## src/rtl/mul_accumulator_pkg.sv

```systemverilog
// ---------------------------------------------------------------------------
// mul_acc_pkg
// Shared definitions for the multiply-accumulate back end:
//   accState_e - job sequencing states (IDLE, ACC, OUT_LO, OUT_HI)
//   accMax()   - largest value an accumulator of a given width can hold
//   HI_SAT_BIT - bit position of the saturation flag in the high result byte
// ---------------------------------------------------------------------------
package mul_acc_pkg;

  typedef enum logic [1:0] {
    IDLE   = 2'd0,
    ACC    = 2'd1,
    OUT_LO = 2'd2,
    OUT_HI = 2'd3
  } accState_e;

  // The saturation flag rides in the MSB of the high byte so the consumer
  // can tell a clamped result from a genuine all-ones value.
  localparam int HI_SAT_BIT = 7;

  // All-ones value for an accumulator of width accW.
  function automatic int accMax(input int accW);
    return (1 << accW) - 1;
  endfunction

endpackage

```

## src/rtl/mul_accumulator_sat_add.sv

```systemverilog
// ---------------------------------------------------------------------------
// sat_add
// Combinational saturating adder: sum = min(a + b, 2^ACC_W-1).
// Ports:
//   a        in  ACC_W  current accumulator value
//   b        in  8      unsigned product, zero-extended before the add
//   sum      out ACC_W  clamped sum
//   overflow out 1      true sum did not fit in ACC_W bits
// ---------------------------------------------------------------------------
module sat_add
  import mul_acc_pkg::*;
#(
  parameter int ACC_W = 12
) (
  input  logic [ACC_W-1:0] a,
  input  logic [7:0]       b,
  output logic [ACC_W-1:0] sum,
  output logic             overflow
);

  localparam logic [ACC_W-1:0] ACC_MAX = ACC_W'(accMax(ACC_W));

  logic [ACC_W:0] wideSum;

  // One extra bit of headroom catches the carry out; since b is at most 255
  // and ACC_W >= 9, a single add can overflow by less than one full range,
  // so the carry bit alone decides saturation.
  always_comb begin
    wideSum  = {1'b0, a} + {{(ACC_W-7){1'b0}}, b};
    overflow = wideSum[ACC_W];
    sum      = overflow ? ACC_MAX : wideSum[ACC_W-1:0];
  end

endmodule

```

## src/rtl/mul_accumulator.sv

```systemverilog
// ---------------------------------------------------------------------------
// mul_accumulator
// Sums a programmed number of 8-bit products into a saturating accumulator
// and returns the result as two bytes (low, then {sat, 0.., acc[ACC_W-1:8]}).
// Ports:
//   clk, rst_n       clock, asynchronous active-low reset
//   ena              global enable; 0 freezes all state and both handshakes
//   start, len       begin a job of len products (sampled in IDLE only)
//   prod, prod_valid, prod_ready   product input handshake
//   res_byte, res_valid, res_ready result output handshake
//   busy             high whenever a job is in progress
//   done             one-cycle pulse after the high byte is accepted
// ---------------------------------------------------------------------------
module mul_accumulator
  import mul_acc_pkg::*;
#(
  parameter int ACC_W  = 12,
  parameter int CNT_W  = 5,
  parameter int PROD_W = 8
) (
  input  logic              clk,
  input  logic              rst_n,
  input  logic              ena,
  input  logic              start,
  input  logic [CNT_W-1:0]  len,
  input  logic [PROD_W-1:0] prod,
  input  logic              prod_valid,
  output logic              prod_ready,
  output logic [7:0]        res_byte,
  output logic              res_valid,
  input  logic              res_ready,
  output logic              busy,
  output logic              done
);

  accState_e        state_q, state_d;
  logic [ACC_W-1:0] acc_q, acc_d;
  logic [CNT_W-1:0] rem_q, rem_d;
  logic             sat_q, sat_d;
  logic             done_q, done_d;

  logic [ACC_W-1:0] addSum;
  logic             addOvf;
  logic [7:0]       hiByte;

  sat_add #(.ACC_W(ACC_W)) u_sat_add (
    .a        (acc_q),
    .b        (prod),
    .sum      (addSum),
    .overflow (addOvf)
  );

  // State register. Reset is asynchronous so a job abandoned mid-way drops
  // straight back to IDLE with nothing left to emit.
  always_ff @(posedge clk or negedge rst_n) begin
    if (!rst_n) begin
      state_q <= IDLE;
      acc_q   <= '0;
      rem_q   <= '0;
      sat_q   <= 1'b0;
      done_q  <= 1'b0;
    end else begin
      state_q <= state_d;
      acc_q   <= acc_d;
      rem_q   <= rem_d;
      sat_q   <= sat_d;
      done_q  <= done_d;
    end
  end

  // Next-state logic. Everything holds while ena is low; done_d defaults to
  // 0 so the done pulse cannot stretch across a freeze.
  always_comb begin
    state_d = state_q;
    acc_d   = acc_q;
    rem_d   = rem_q;
    sat_d   = sat_q;
    done_d  = 1'b0;
    if (ena) begin
      case (state_q)
        IDLE: begin
          if (start) begin
            acc_d   = '0;
            sat_d   = 1'b0;
            rem_d   = len;
            state_d = (len == '0) ? OUT_LO : ACC;
          end
        end
        ACC: begin
          // prod_ready is always high here when ena is, so a transfer is
          // simply prod_valid.
          if (prod_valid) begin
            acc_d = addSum;
            sat_d = sat_q | addOvf;
            rem_d = rem_q - CNT_W'(1);
            if (rem_q == CNT_W'(1)) state_d = OUT_LO;
          end
        end
        OUT_LO: begin
          if (res_ready) state_d = OUT_HI;
        end
        OUT_HI: begin
          if (res_ready) begin
            state_d = IDLE;
            done_d  = 1'b1;
          end
        end
        default: state_d = IDLE;
      endcase
    end
  end

  // High byte packs the sticky saturation flag above the upper accumulator
  // bits, with zero fill in between for narrower accumulators.
  always_comb begin
    hiByte                 = '0;
    hiByte[ACC_W-9:0]      = acc_q[ACC_W-1:8];
    hiByte[HI_SAT_BIT]     = sat_q;
  end

  // Output decode from registered state. ena is the one exception: both
  // handshakes must drop in the very cycle the block is frozen, otherwise a
  // neighbour would see a transfer that the block does not take.
  always_comb begin
    prod_ready = ena && (state_q == ACC);
    res_valid  = ena && ((state_q == OUT_LO) || (state_q == OUT_HI));
    busy       = (state_q != IDLE);
    done       = done_q && ena;
    case (state_q)
      OUT_LO:  res_byte = acc_q[7:0];
      OUT_HI:  res_byte = hiByte;
      default: res_byte = 8'h00;
    endcase
  end

endmodule

```

## config.mk

```make
export PLATFORM = sky130hd
export DESIGN_NAME = mul_accumulator
export DESIGN_NICKNAME = d
export VERILOG_FILES = /design/src/rtl/mul_accumulator_pkg.sv /design/src/rtl/mul_accumulator_sat_add.sv /design/src/rtl/mul_accumulator.sv
export SDC_FILE = /design/constraint.sdc
export NUM_CORES = 1
export LEC_CHECK = 0
export ABC_AREA = 1
export CAP_MARGIN = 20
export CORE_MARGIN = 2
export CORE_UTILIZATION = 53
export CTS_CLUSTER_SIZE = 24
export DETAILED_ROUTE_END_ITERATION = 8
export PLACE_DENSITY_LB_ADDON = 0.25
export SETUP_SLACK_MARGIN = 0.15
export SLEW_MARGIN = 20
export SYNTH_ARGS = -nofsm -noshare
export SYNTH_HDL_FRONTEND = slang
export SYNTH_SLANG_ARGS = --single-unit
```

## constraint.sdc

```tcl
create_clock -name clk -period 2.5 [get_ports clk]
set_input_delay 0.5 -clock clk [delete_from_list [all_inputs] [get_ports clk]]
set_output_delay 0.5 -clock clk [all_outputs]
set_load 0.02 [all_outputs]
```

---- Yosys cells after proc, flatten, opt, wreduce, memory -nomap -nowiden ----
Index checks and enable logic that the tools add are counted.
word-level totals
  input bits .............................. 19
  logic and storage cells ................. 48
  bits in registers ....................... 21
cells by class
  $add $sub $neg .......................... 2
  bitwise logic cells ..................... 1
  multiplexer cells ....................... 21
  eq/ne operators ......................... 9
  reduce and logical (&&, ||, !) cells .... 10
operators by type and width
  kind                 count
  $mux 12              3
  $pmux 12 s2          1
  $pmux 8 s2           1
  $add 12x8->13        1
  $mux 2               6
  $mux 5               2
  $ne 2x2->1 const B   5
  $pmux 5 s2           1
  $pmux 2 s4           1
  $reduce_and 6->1     1
  $eq 5x1->1 const B   1
  $logic_not 5->1      1
  $mux 1               5
  $sub 5x1->5 const B  1
  $eq 2x2->1 const B   2
  $reduce_and 4->1     1
  $reduce_bool 2->1    2
  $logic_and 1x1->1    3
  $eq 2x1->1 const B   1
  $logic_not 2->1      1
  $pmux 1 s2           1
  $logic_or 1x1->1     1
  $or 1x1->1           1

---- Depth between registers and ports, before layout ----
  word-level depth ........................ 4
  gate-level depth with buffers ........... 11

---- Modules after synthesis ----
A second synthesis with hierarchy kept.
unflattened totals
  cells, all modules ...................... 293
  area total of the unflattened synthesis .. 1,883.1 µm²
modules (own cells, without submodules)
  module           instances  area each (µm²)  cells an instance
  mul_accumulator  1          1,239.9          170
  sat_add          1          643.1            123

---- Least setup slack after synthesis ----
Ideal clock, no wire load.
  path type ............................... input to register
  start ................................... in prod[0]
  end ..................................... reg acc_q[11]
  library setup time ...................... 0.116 ns
  stages on the path ...................... 10
  setup slack ............................. 0.589 ns
  required time ........................... 2.384 ns
  arrival ................................. 1.795 ns
  cell sequence ........................... ha_1 fa_1 nand3_1 nand3_1 nand2_1 nand3_4 nand2_4 nand3_1 nand2_1 nand2_1
on the way
  cells in the longest elaborated chain, start to end .. 4
ends and longest elaborated chain
  element               RTL line                       RTL
  start, declared       mul_accumulator.sv:26          input logic [PROD_W-1:0] prod,
  $add 12x8->13         mul_accumulator_sat_add.sv:29  wideSum = {1'b0, a} + {{(ACC_W-7){1'b0}}, b};
  $mux 12               mul_accumulator_sat_add.sv:31  sum = overflow ? ACC_MAX : wideSum[ACC_W-1:0];
  $mux 12               mul_accumulator.sv:92          if (prod_valid) begin
  $pmux 12 s2           mul_accumulator.sv:80          case (state_q)
  end signal, assigned  mul_accumulator.sv:58          acc_q <= '0;
  end signal, assigned  mul_accumulator.sv:64          acc_q <= acc_d;
  end, declared         mul_accumulator.sv:37          logic [ACC_W-1:0] acc_q, acc_d;
No other way between the ends. The select of a mux whose other input is x is not followed.
A chain may end at the register's enable or synchronous reset.

---- Worst setup path after layout ----
  start ................................... reg state_q[0]
  end ..................................... out res_byte[7]
on the way
  cells in the longest elaborated chain, start to end .. 2
  elaborated cells on any way between the ends .. 3
  those cells by class .................... eq/ne: 2; mux: 1
ends and longest elaborated chain
  element                 RTL line                RTL
  start, declared         mul_accumulator.sv:36   accState_e state_q, state_d;
  start signal, assigned  mul_accumulator.sv:63   state_q <= state_d;
  $eq 2x2->1              mul_accumulator.sv:129  case (state_q)
  $pmux 8 s2 (*)          mul_accumulator.sv:129
  end, declared           mul_accumulator.sv:29   output logic [7:0] res_byte,
Mark *: on every way between the ends. The rest lies on a longest branch, timed or not.

==> flow_summary_export.csv <==
group,metric,value,unit
global_route,grt_pass1_vias,1520,
yosys,synthTopCellsByCount,"92 x nand2_1, 35 x inv_1, 21 x dfrtp_1",
clock_tree,clkTransAtPathRegs,0.13,ns
yosys,synth.area.mux_share,0,
cells_and_area,stdcell_count,335,
yosys,yosysMostFrequentCell,"nand2_1",
yosys,postSynthAreaPerCell,6.87,um^2
clock_tree,clkLatencyLatePin,0.31,ns
clock_tree,cts_setup_buffers,0,
global_route,grt_pass1_wl,6670,um
yosys,synth_cells,258,
power,peakVddDrop,0.000441,V
hold_path,min_path_type,"in -> async",
worst_setup_path,worstPathArrival,1.73,ns
run_status,status,"finished, final reports clean",
yosys,synth_top_family_by_area,"simple AND/OR/NAND/NOR gates",
yosys,synth_area,0.00177,mm^2
route,drtIter0Drc,114,
die,dieWidth,61.8,um
sta,tightest_slew,0.694,ns
worst_setup_path,path_buf_inv,3,
route,routed-via-count,1708,
cells_and_area,drive_above_1_share,0.0653,
sta,finClkSkew,0.00583,ns
yosys,synth_xor_area_frac,0.0296,
yosys,synth_fa_ha_area_frac,0.117,
die,die_y,61.8,um
route,drc,0,
power,pwr_density_cell,927,mW/mm^2
worst_setup_path,critPathCaptureType,"output port",
sta,rsz0062_at_grt,"no",
clock_tree,clockBufferDepth,2,
sta,finalHoldViolations,0,
sta,clock.fmax,0.448,GHz
clock_tree,htree_levels,1,
route,first_pass_iters,4,
sta,setup-violations-final,0,
route,via_per_inst,5.10,
sta,drv_slew,0,
power,total_power,1.98,mW
place,gp_congestion,0.934,
clock_tree,cts_tree,"yes",
yosys,synth_top_area_share,0.296,
cells_and_area,n_antenna_cell,0,
yosys,synth-compound-area-share,0.114,
job,maxCapViolCount,0,
worst_setup_path,timing.critical_path.max_delay_family,"buffers and inverters",
cells_and_area,fin_nets,327,
place,portBuffers,30,
place,hpwl,3280,um
global_route,overflow,0,
sta,timing.slew.headroom,0.538,
place,place_inst,331,
yosys,synth_nets,293,
global_route,antenna_found_initial,0,
yosys,synth-simple-area-share,0.343,
die,design.die.area,0.00382,mm^2
yosys,synthTopCellsByArea,"dfrtp_1 30%, nand2_1 19%, ha_1 11%",
clock_tree,cts_resized,8,
cells_and_area,syn_to_final_growth,20.6,%
worst_setup_path,worst-endpoint-required,2.00,ns
route,routed_wl,4120,um
yosys,yosys_warnings,0,
route,drtAntennaViolNets,0,
yosys,synthFlopType,"dfrtp_1",
sta,fin_crit_sh,0.894,
yosys,synth_seq_cells,21,
global_route,grt_use_total,0.237,
yosys,synth_seq_area_share,0.296,
yosys,synth-edff-count,0,
worst_setup_path,max_stage_delay,0.42,ns
worst_setup_path,startpoint_type,"register",
yosys,yosysUniqueCellTypes,29,
die,rows,20,
worst_setup_path,cp_max_fo,6,
die,num_io_pins,31,
die,start_util,0.567,
die,core-area,0.00313,mm^2
route,routedWlPerCell,12.3,um
clock_tree,clock-sinks,21,
cells_and_area,fillCellCount,302,
worst_setup_path,critical_path.cell_chain,"inv_1 > ha_1 > buf_4 > nand2_1 > o21ai_0 > dlygate4sd2_1",
power,p_leak,1.19,nW
worst_setup_path,crit_path_top_delay_cell,"dfrtp_1",
global_route,grt_max_degree,22,
clock_tree,cts_hold_buf,0,
sta,period_needed,2.23,ns
clock_tree,cts-root-buf,"clkbuf_4",
worst_setup_path,critPathKind,"reg -> out",
sta,fin_setup_tns,0,ns
yosys,yosysTopAreaCell,"dfrtp_1",
clock_tree,numCtsBuffers,3,
yosys,synthArstFlopShare,1.00,
-- per-stage QoR --
stage | utilization | hold slack (ns) | instance area (um^2) | setup WS, ns
3_5_place_dp | 0.676 | 0.501 | 2120 | 0.00130
6_report | 0.684 | 0.513 | 2140 | 0.266
3_3_place_gp | 0.676 | 0.493 | 2120 | 0.0785
2_1_floorplan | - | 0.204 | 1770 | 0.589
4_1_cts | 0.682 | 0.520 | 2130 | 0.189
5_1_grt | 0.684 | 0.553 | 2140 | 0.153
-- kinds of logic after synthesis --
logic type,Yosys count
and+or+nand+nor,138
DFF,21
adders and majority gates,16
AOI/OAI and AO/OA,35
xor gates and xnor gates,6
buffers and inverters,42
-- power by group --
group / internal (mW) / switching, mW / total (mW)
combinational: 0.477 / 0.759 / 1.24
sequential: 0.461 / 0.111 / 0.572
clock: 0.0597 / 0.114 / 0.174
-- sequential cells by signal (all words and copies together), names as in the netlist --
register  count
state_q       2
done_q        1
acc_q        12
rem_q         5
sat_q         1
-- path summary, 6_finish.rpt --
kind	from	end	cells after the start	slack [ns]
max	state_q[0]$_DFFE_PN0P_	res_byte[7]	6	0.27
min	rst_n	acc_q[5]$_DFFE_PN0P_	2	0.51
max reg2reg	acc_q[0]$_DFFE_PN0P_	acc_q[9]$_DFFE_PN0P_	10	0.49
min reg2reg	acc_q[4]$_DFFE_PN0P_	acc_q[4]$_DFFE_PN0P_	2	0.53
max in group asynchronous	rst_n	rem_q[1]$_DFFE_PN0P_	2	1.75
min in group clk	acc_q[4]$_DFFE_PN0P_	acc_q[4]$_DFFE_PN0P_	2	0.53
-- metal layers --
layer / vias up / wire, um / global-route usage
met5: - / 0 / 0
li1: 882 / - / -
met1: 771 / 2000 / 0.345
met3: 2 / 228 / 0.0248
met4: 0 / 22 / 0.0547
met2: 53 / 1860 / 0.382
-- layout make-up --
type,count,area [um^2],area share
Multi-Input combinational cell,195,1070,0.500
Sequential cell,21,526,0.246
Timing Repair Buffer,33,318,0.149
Inverter,38,143,0.0667
Tap cell,44,55.1,0.0257
Clock buffer,3,22.5,0.0105
Clock inverter,1,5.00,0.00234
-- worst reg2reg max path, stage by stage (launching register included) --
cell,delay [ns]
dfrtp_1,0.43
ha_1,0.23
fa_1,0.42
nand3_1,0.11
nand3_1,0.12
nand2_1,0.13
nand3_4,0.12
nand2_4,0.15
nand3_1,0.09
nand2_1,0.07
nand2_1,0.05
-- cells in the final DEF (no fill, tap or decap), types with 2 or more instances in the layout --
cell,n
ha_1,15
nand3_1,17
inv_2,3
o21ai_2,2
o221ai_1,2
clkdlybuf4s15_1,2
clkbuf_4,3
o21ai_0,13
dlygate4sd2_1,6
nor3_4,2
inv_1,35
clkdlybuf4s50_1,21
a21oi_1,12
a31oi_1,2
xnor2_1,4
nand4_1,3
nor2_1,18
dfrtp_1,21
buf_4,3
nand2_1,92
xor2_1,2
o211ai_1,2
(Power assumes the default switching activity.)
